File: config.mk
export PLATFORM = sky130hd
export DESIGN_NAME = ram_word_bridge
export DESIGN_NICKNAME = d
export VERILOG_FILES = /design/src/rtl/ram_bridge_pkg.sv /design/src/rtl/ram_word_bridge.sv
export SDC_FILE = /design/constraint.sdc
export NUM_CORES = 1
export LEC_CHECK = 0
export CAP_MARGIN = 20
export CORE_MARGIN = 3
export CORE_UTILIZATION = 44
export CTS_CLUSTER_DIAMETER = 60
export DETAILED_ROUTE_END_ITERATION = 8
export HOLD_SLACK_MARGIN = 0.03
export PLACE_DENSITY = 0.76
export REMOVE_ABC_BUFFERS = 1
export SETUP_SLACK_MARGIN = 0.1
export SLEW_MARGIN = 20
export SYNTH_ARGS = -nofsm -noshare
export SYNTH_HDL_FRONTEND = slang
export SYNTH_SLANG_ARGS = --single-unit
export TNS_END_PERCENT = 50
File: constraint.sdc
create_clock -name clk -period 1.6 [get_ports clk]
set_input_delay 0.24 -clock clk [delete_from_list [all_inputs] [get_ports clk]]
set_output_delay 0.24 -clock clk [all_outputs]
set_load 0.005 [all_outputs]
File: src/rtl/ram_bridge_pkg.sv
// Shared encodings for the word-to-byte RAM bridge.
// Holds FSM states, byte-count limits and the latched request layout.
package ram_bridge_pkg;

    typedef enum logic [1:0] {
        IDLE  = 2'd0,
        WRITE = 2'd1,
        READ  = 2'd2,
        ACK   = 2'd3
    } state_t;

    localparam int         BYTES_PER_WORD = 4;
    localparam logic [2:0] RD_LAST_CNT    = 3'd4;
    localparam logic [2:0] WR_LAST_CNT    = 3'd3;

    typedef struct packed {
        logic [8*BYTES_PER_WORD-1:0] dat;
        logic [BYTES_PER_WORD-1:0]   sel;
    } wb_req_t;

    function automatic logic [7:0] lane(input logic [31:0] w, input logic [1:0] i);
        return w[8*i +: 8];
    endfunction

endpackage

File: src/rtl/ram_word_bridge.sv
// 32-bit Wishbone-style word access split into four byte accesses on ff_ram.
// Ack 5 cycles after request for writes, 6 for reads; one request in flight, cyc held until ack.
module ram_word_bridge
    import ram_bridge_pkg::*;
#(
    parameter int aw = 10
) (
    input  logic          clk,
    input  logic          reset,
    input  logic [aw-3:0] i_wb_adr,
    input  logic [31:0]   i_wb_dat,
    input  logic [3:0]    i_wb_sel,
    input  logic          i_wb_we,
    input  logic          i_wb_cyc,
    output logic [31:0]   o_wb_rdt,
    output logic          o_wb_ack,
    output logic          o_wen,
    output logic [aw-1:0] o_waddr,
    output logic [7:0]    o_wdata,
    output logic [aw-1:0] o_raddr,
    input  logic [7:0]    i_rdata
);

    state_t        state;
    logic [2:0]    cnt;
    logic [2:0]    cnt_nxt;
    logic [1:0]    rd_lane;
    logic [aw-3:0] adr_q;
    wb_req_t       req_q;

    assign cnt_nxt = cnt + 3'd1;
    // RAM data arriving at count c belongs to the address issued at count c-1
    assign rd_lane = cnt[1:0] - 2'd1;

    always_ff @(posedge clk) begin
        if (reset) begin
            state    <= IDLE;
            cnt      <= 3'd0;
            adr_q    <= '0;
            req_q    <= '0;
            o_wb_ack <= 1'b0;
            o_wen    <= 1'b0;
            o_wb_rdt <= 32'h0;
            o_waddr  <= '0;
            o_raddr  <= '0;
            o_wdata  <= 8'h00;
        end else begin
            o_wb_ack <= 1'b0;
            o_wen    <= 1'b0;
            case (state)
                IDLE: begin
                    if (i_wb_cyc) begin
                        adr_q     <= i_wb_adr;
                        req_q.dat <= i_wb_dat;
                        req_q.sel <= i_wb_sel;
                        cnt       <= 3'd0;
                        // Outputs are registered, so byte 0 is set up while latching
                        o_waddr   <= {i_wb_adr, 2'b00};
                        o_wdata   <= i_wb_dat[7:0];
                        o_raddr   <= {i_wb_adr, 2'b00};
                        if (i_wb_we) begin
                            o_wen <= i_wb_sel[0];
                            state <= WRITE;
                        end else begin
                            state <= READ;
                        end
                    end
                end
                WRITE: begin
                    cnt <= cnt_nxt;
                    if (cnt == WR_LAST_CNT) begin
                        state    <= ACK;
                        o_wb_ack <= 1'b1;
                    end else begin
                        o_waddr <= {adr_q, cnt_nxt[1:0]};
                        o_wdata <= lane(req_q.dat, cnt_nxt[1:0]);
                        o_wen   <= req_q.sel[cnt_nxt[1:0]];
                    end
                end
                READ: begin
                    cnt <= cnt_nxt;
                    if (cnt != 3'd0)
                        o_wb_rdt[8*rd_lane +: 8] <= i_rdata;
                    if (cnt == RD_LAST_CNT) begin
                        state    <= ACK;
                        o_wb_ack <= 1'b1;
                        o_raddr  <= {adr_q, 2'b00};
                    end else begin
                        o_raddr <= {adr_q, cnt_nxt[1:0]};
                    end
                end
                ACK: begin
                    state <= IDLE;
                    cnt   <= 3'd0;
                end
                default: state <= IDLE;
            endcase
        end
    end

endmodule

==> results by stage, run 1 <==
Critical path:
- The signal on the critical path passes through inv_2 -> ha_4 -> buf_12 -> mux2i_1 -> o22ai_1 -> nor3_1 -> nor3_1.
- Data arrives at the worst endpoint at about 1900 ps.
- The buffering stage count on the worst path with inverters included is 2.
- The critical path launch point type is a flop.
- The maximum cell stage delay along the critical path is roughly 360 ps.
- STA classifies the critical path endpoint as a flop.
- The master of the slowest instance on the critical path is sky130_fd_sc_hd__dfxtp_2.
- The critical setup path kind is reg2reg.
- The cell family contributing the most delay on the critical path is flip-flops.
- The library cell appearing most often on the critical path is sky130_fd_sc_hd__nor3_1.
- Along the worst path, the maximum fanout reaches 5.
- STA puts the critical path data required time at 1840 ps.

Timing:
- The post-route worst setup slack is -52.1 ps.
- The hold violation total from the final report is 0.
- Hold timing on the final database bottoms out at a slack of 292 ps.
- Setup violations remaining at the end of the flow were counted as 2.
- Setup repair after global routing could not meet its margin everywhere.
- Across the routed clock network, the largest skew measured is about 15 ps.
- For the pin with the worst max-slew slack, the measured transition is 431 ps.
- Derived from the worst setup path, the maximum achievable clock frequency is slightly above 600 MHz.
- In the final timing run, aggregate negative setup slack is -54.7 ps.
- The clock period minus worst slack is around 1700 ps.
- The relative slew slack is 0.713.
- In the finished design, the share of the clock period the worst path needs comes to 1.03.
- The final-report max-slew violation count was 0.

Status:
- The final reports fail on setup timing.
- The flow ran to the end, but the final reports show violations.

Job:
- The number of maximum-capacitance violations is 0.

Layout:
- The total number of nets in the final design is 762.
- In the final layout, the share of cells above drive strength 1 is 0.260.
- In the layout the commonest cells are 116 x sky130_fd_sc_hd__nand2_1, 88 x sky130_fd_sc_hd__clkdlybuf4s50_1, 80 x sky130_fd_sc_hd__dfxtp_1.
- The area growth from synthesis to layout is 51.2%.
- The number of antenna diodes in the final layout is 0.
- Counting the fill cells in the layout gives 787.
- The leading cell type in the layout, fill and taps excluded is sky130_fd_sc_hd__nand2_1.

Logic synthesis:
- The most common flop cell mapped by yosys is sky130_fd_sc_hd__dfxtp_1.
- The share of synthesized area occupied by flip-flops and latches is 0.470.
- The count of different cell masters after synthesis is 40.
- The synthesized design contains between 100 and 150 register bits.
- The post-synthesis area per instance is between 8 and 9 um^2.
- The total standard cell area after synthesis is 4720 um^2.
- The number of instances in the synthesized netlist is 556.
- The share of flip-flops with an asynchronous set or reset is 0.
- The Yosys step of the flow raised 0 warnings.
- Yosys mapped a number of flops with a built-in enable equal to 0.

GRT:
- The number of antenna violations at the first check in global routing is 0.
- The global routing usage summed across all routing layers is 0.216.
- The via count of the first global-routing pass came to 4416.
- Entering global routing, the biggest net connects 34 pins.
- The first global-routing pass estimated 20400 um of wire.
- The overall overflow remaining after global route is 0.

Min path:
- The min-delay analysis places its worst path in the category in2reg.

Routing:
- The overall routed net length is 13900 um.
- The via density per instance is between 5 and 6.
- After detailed routing, the average wire length per cell comes to 16.6 um.
- The number of DRC markers in iteration 0 is between 200 and 250.
- The number of optimization iterations in the first detailed-route pass is 4.
- The count of antenna-violating nets left after detailed routing is 0.
- Across all layers, the routed design uses between 4000 and 5000 vias.
- The detailed-route DRC error count is 0.

Clock tree:
- The H-tree depth reported by CTS is 3.
- No sink is reached through more buffers than the 2 on the longest clock path.
- Hold repair after CTS inserted 0 buffers.
- The clock edge transition at the registers on the reported setup and hold paths is 100 ps.
- The insertion delay to the later sink of the worst-skew pair is 380 ps.
- The clock drives ~110 sinks.
- TritonCTS built the clock tree.
- The TritonCTS buffer count is 9.
- The tree is rooted in a sky130_fd_sc_hd__clkbuf_8.

Floorplanning:
- In this run the core area contains 37 standard-cell rows.
- From bottom edge to top edge, the die measures 110 um.
- The floorplan step defined a die boundary enclosing 12000 um^2.
- During I/O placement, the number of pins put on the boundary was ~120.
- The initial standard-cell utilization of the core is 0.456.
- The core region is 10400 um^2.
- The die is 110 um wide.

Place:
- The number of input and output port buffers inserted is 117.
- The congestion estimate from routability-driven global placement came to 0.831.
- Detailed placement finished with a half-perimeter wire length of 8980 um.

Pwr:
- The analysis attributes to cell leakage a power of 2.93 nW.
- The power density over cell area is 1570 nW/um^2.
- The largest vdd supply drop is 0.920 mV.
## power by group
group | leakage [nW] | switching (mW) | internal (mW) | total [mW]
clock network | 0.119 | 0.952 | 1.08 | 2.03
logic | 1.89 | 2.66 | 2.84 | 5.50
registers | 0.921 | 0.346 | 3.32 | 3.67
## flip-flops by register name, indices dropped and copies added (netlist names)
name,cells
o_wdata,8
o_waddr,10
req_q,36
o_wb_rdt,32
state,2
adr_q,8
cnt,3
o_wb_ack,1
o_raddr,10
o_wen,1
## final timing paths
kind,from,endpoint,slack (ps),depth (start not counted)
hold / removal,reset,req_q[27]$_SDFFE_PP0P_,290,2
setup / recovery,cnt[0]$_SDFFE_PP0P_,o_wdata[2]$_SDFFE_PP0P_,-50,7
hold reg to reg,o_wb_rdt[16]$_SDFFE_PP0P_,o_wb_rdt[16]$_SDFFE_PP0P_,460,2
setup reg to reg,cnt[0]$_SDFFE_PP0P_,o_wdata[2]$_SDFFE_PP0P_,-50,7
## kinds of logic (layout without fill, tap and decap cells)
kind of cell / Yosys count / after routing / synth area share
adders and majority gates: 9 / 9 / 0.0238
muxes: 34 / 34 / 0.0747
DFF: 111 / 111 / 0.470
and+or+nand+nor: 230 / 230 / 0.219
AOI/OAI and AO/OA: 120 / 120 / 0.158
buffers and inverters: 52 / 197 / 0.0546
## layer usage
layer	vias up	wire length [um]	GRT usage
met1	2117	5660	0.255
met2	162	6970	0.371
met5	-	0	0
met3	37	857	0.0528
li1	2182	-	-
met4	0	401	0.0980
## stage by stage
| step | instances | setup slack, ps | power (mW) | area [um^2] | utilization |
|---|---|---|---|---|---|
| floorplan | 517 | -805 | 5.90 | 4520 | - |
| global placement | 806 | -100 | 7.96 | 6240 | 0.601 |
| detailed placement | 806 | -152 | 8.07 | 6240 | 0.601 |
| CTS | 828 | 7.55 | 10.7 | 6760 | 0.652 |
| global route | 837 | -110 | 11.8 | 7140 | 0.689 |
| finish | 837 | -52.1 | 11.2 | 7140 | 0.689 |
## cells in the mapped netlist (2+ instances only)
library cell / number / area (um^2)
sky130_fd_sc_hd__inv_1: 12 / 45.0
sky130_fd_sc_hd__ha_1: 9 / 113
sky130_fd_sc_hd__a21oi_1: 75 / 375
sky130_fd_sc_hd__a22oi_1: 9 / 67.6
sky130_fd_sc_hd__and3_1: 3 / 18.8
sky130_fd_sc_hd__buf_4: 4 / 30.0
sky130_fd_sc_hd__nand3_1: 33 / 165
sky130_fd_sc_hd__buf_6: 4 / 45.0
sky130_fd_sc_hd__nor3_1: 16 / 80.1
sky130_fd_sc_hd__nor4_4: 2 / 42.5
sky130_fd_sc_hd__o22ai_1: 8 / 50.1
sky130_fd_sc_hd__a211oi_2: 4 / 50.1
sky130_fd_sc_hd__mux2i_1: 33 / 330
sky130_fd_sc_hd__clkbuf_1: 17 / 63.8
sky130_fd_sc_hd__dfxtp_1: 111 / 2220
sky130_fd_sc_hd__nand2_1: 117 / 439
sky130_fd_sc_hd__nor2_1: 45 / 169
sky130_fd_sc_hd__nand2b_1: 5 / 31.3
sky130_fd_sc_hd__buf_2: 14 / 70.1
sky130_fd_sc_hd__a211oi_1: 15 / 113
## final cells by class
type | instances | area (um^2) | area share
Clock buffer | 10 | 138 | 0.0193
Clock inverter | 5 | 106 | 0.0149
Inverter | 13 | 51.3 | 0.00718
Multi-Input combinational cell | 393 | 2570 | 0.360
Sequential cell | 111 | 2260 | 0.317
Tap cell | 136 | 170 | 0.0238
Timing Repair Buffer | 169 | 1840 | 0.258
## what timing repair did
item	CTS	global route
endpoints found under the setup margin	126	134
gates cloned	2	1
setup buffers	5	8
gates resized for setup	46	101
hold endpoints to repair	0	0
pin swaps	35	33
No activity file was read; power rests on OpenSTA's default activity.
==> inputs of run 2 (changes only) <==
--- a/config.mk
+++ b/config.mk
@@ -5,7 +5,7 @@
 export SDC_FILE = /design/constraint.sdc
 export NUM_CORES = 1
 export LEC_CHECK = 0
-export CAP_MARGIN = 20
+export CAP_MARGIN = 10
 export CORE_MARGIN = 3
 export CORE_UTILIZATION = 44
 export CTS_CLUSTER_DIAMETER = 60
==> results of run 2 <==
No change in the layout: final DEF, timing and power equal those of run 1.
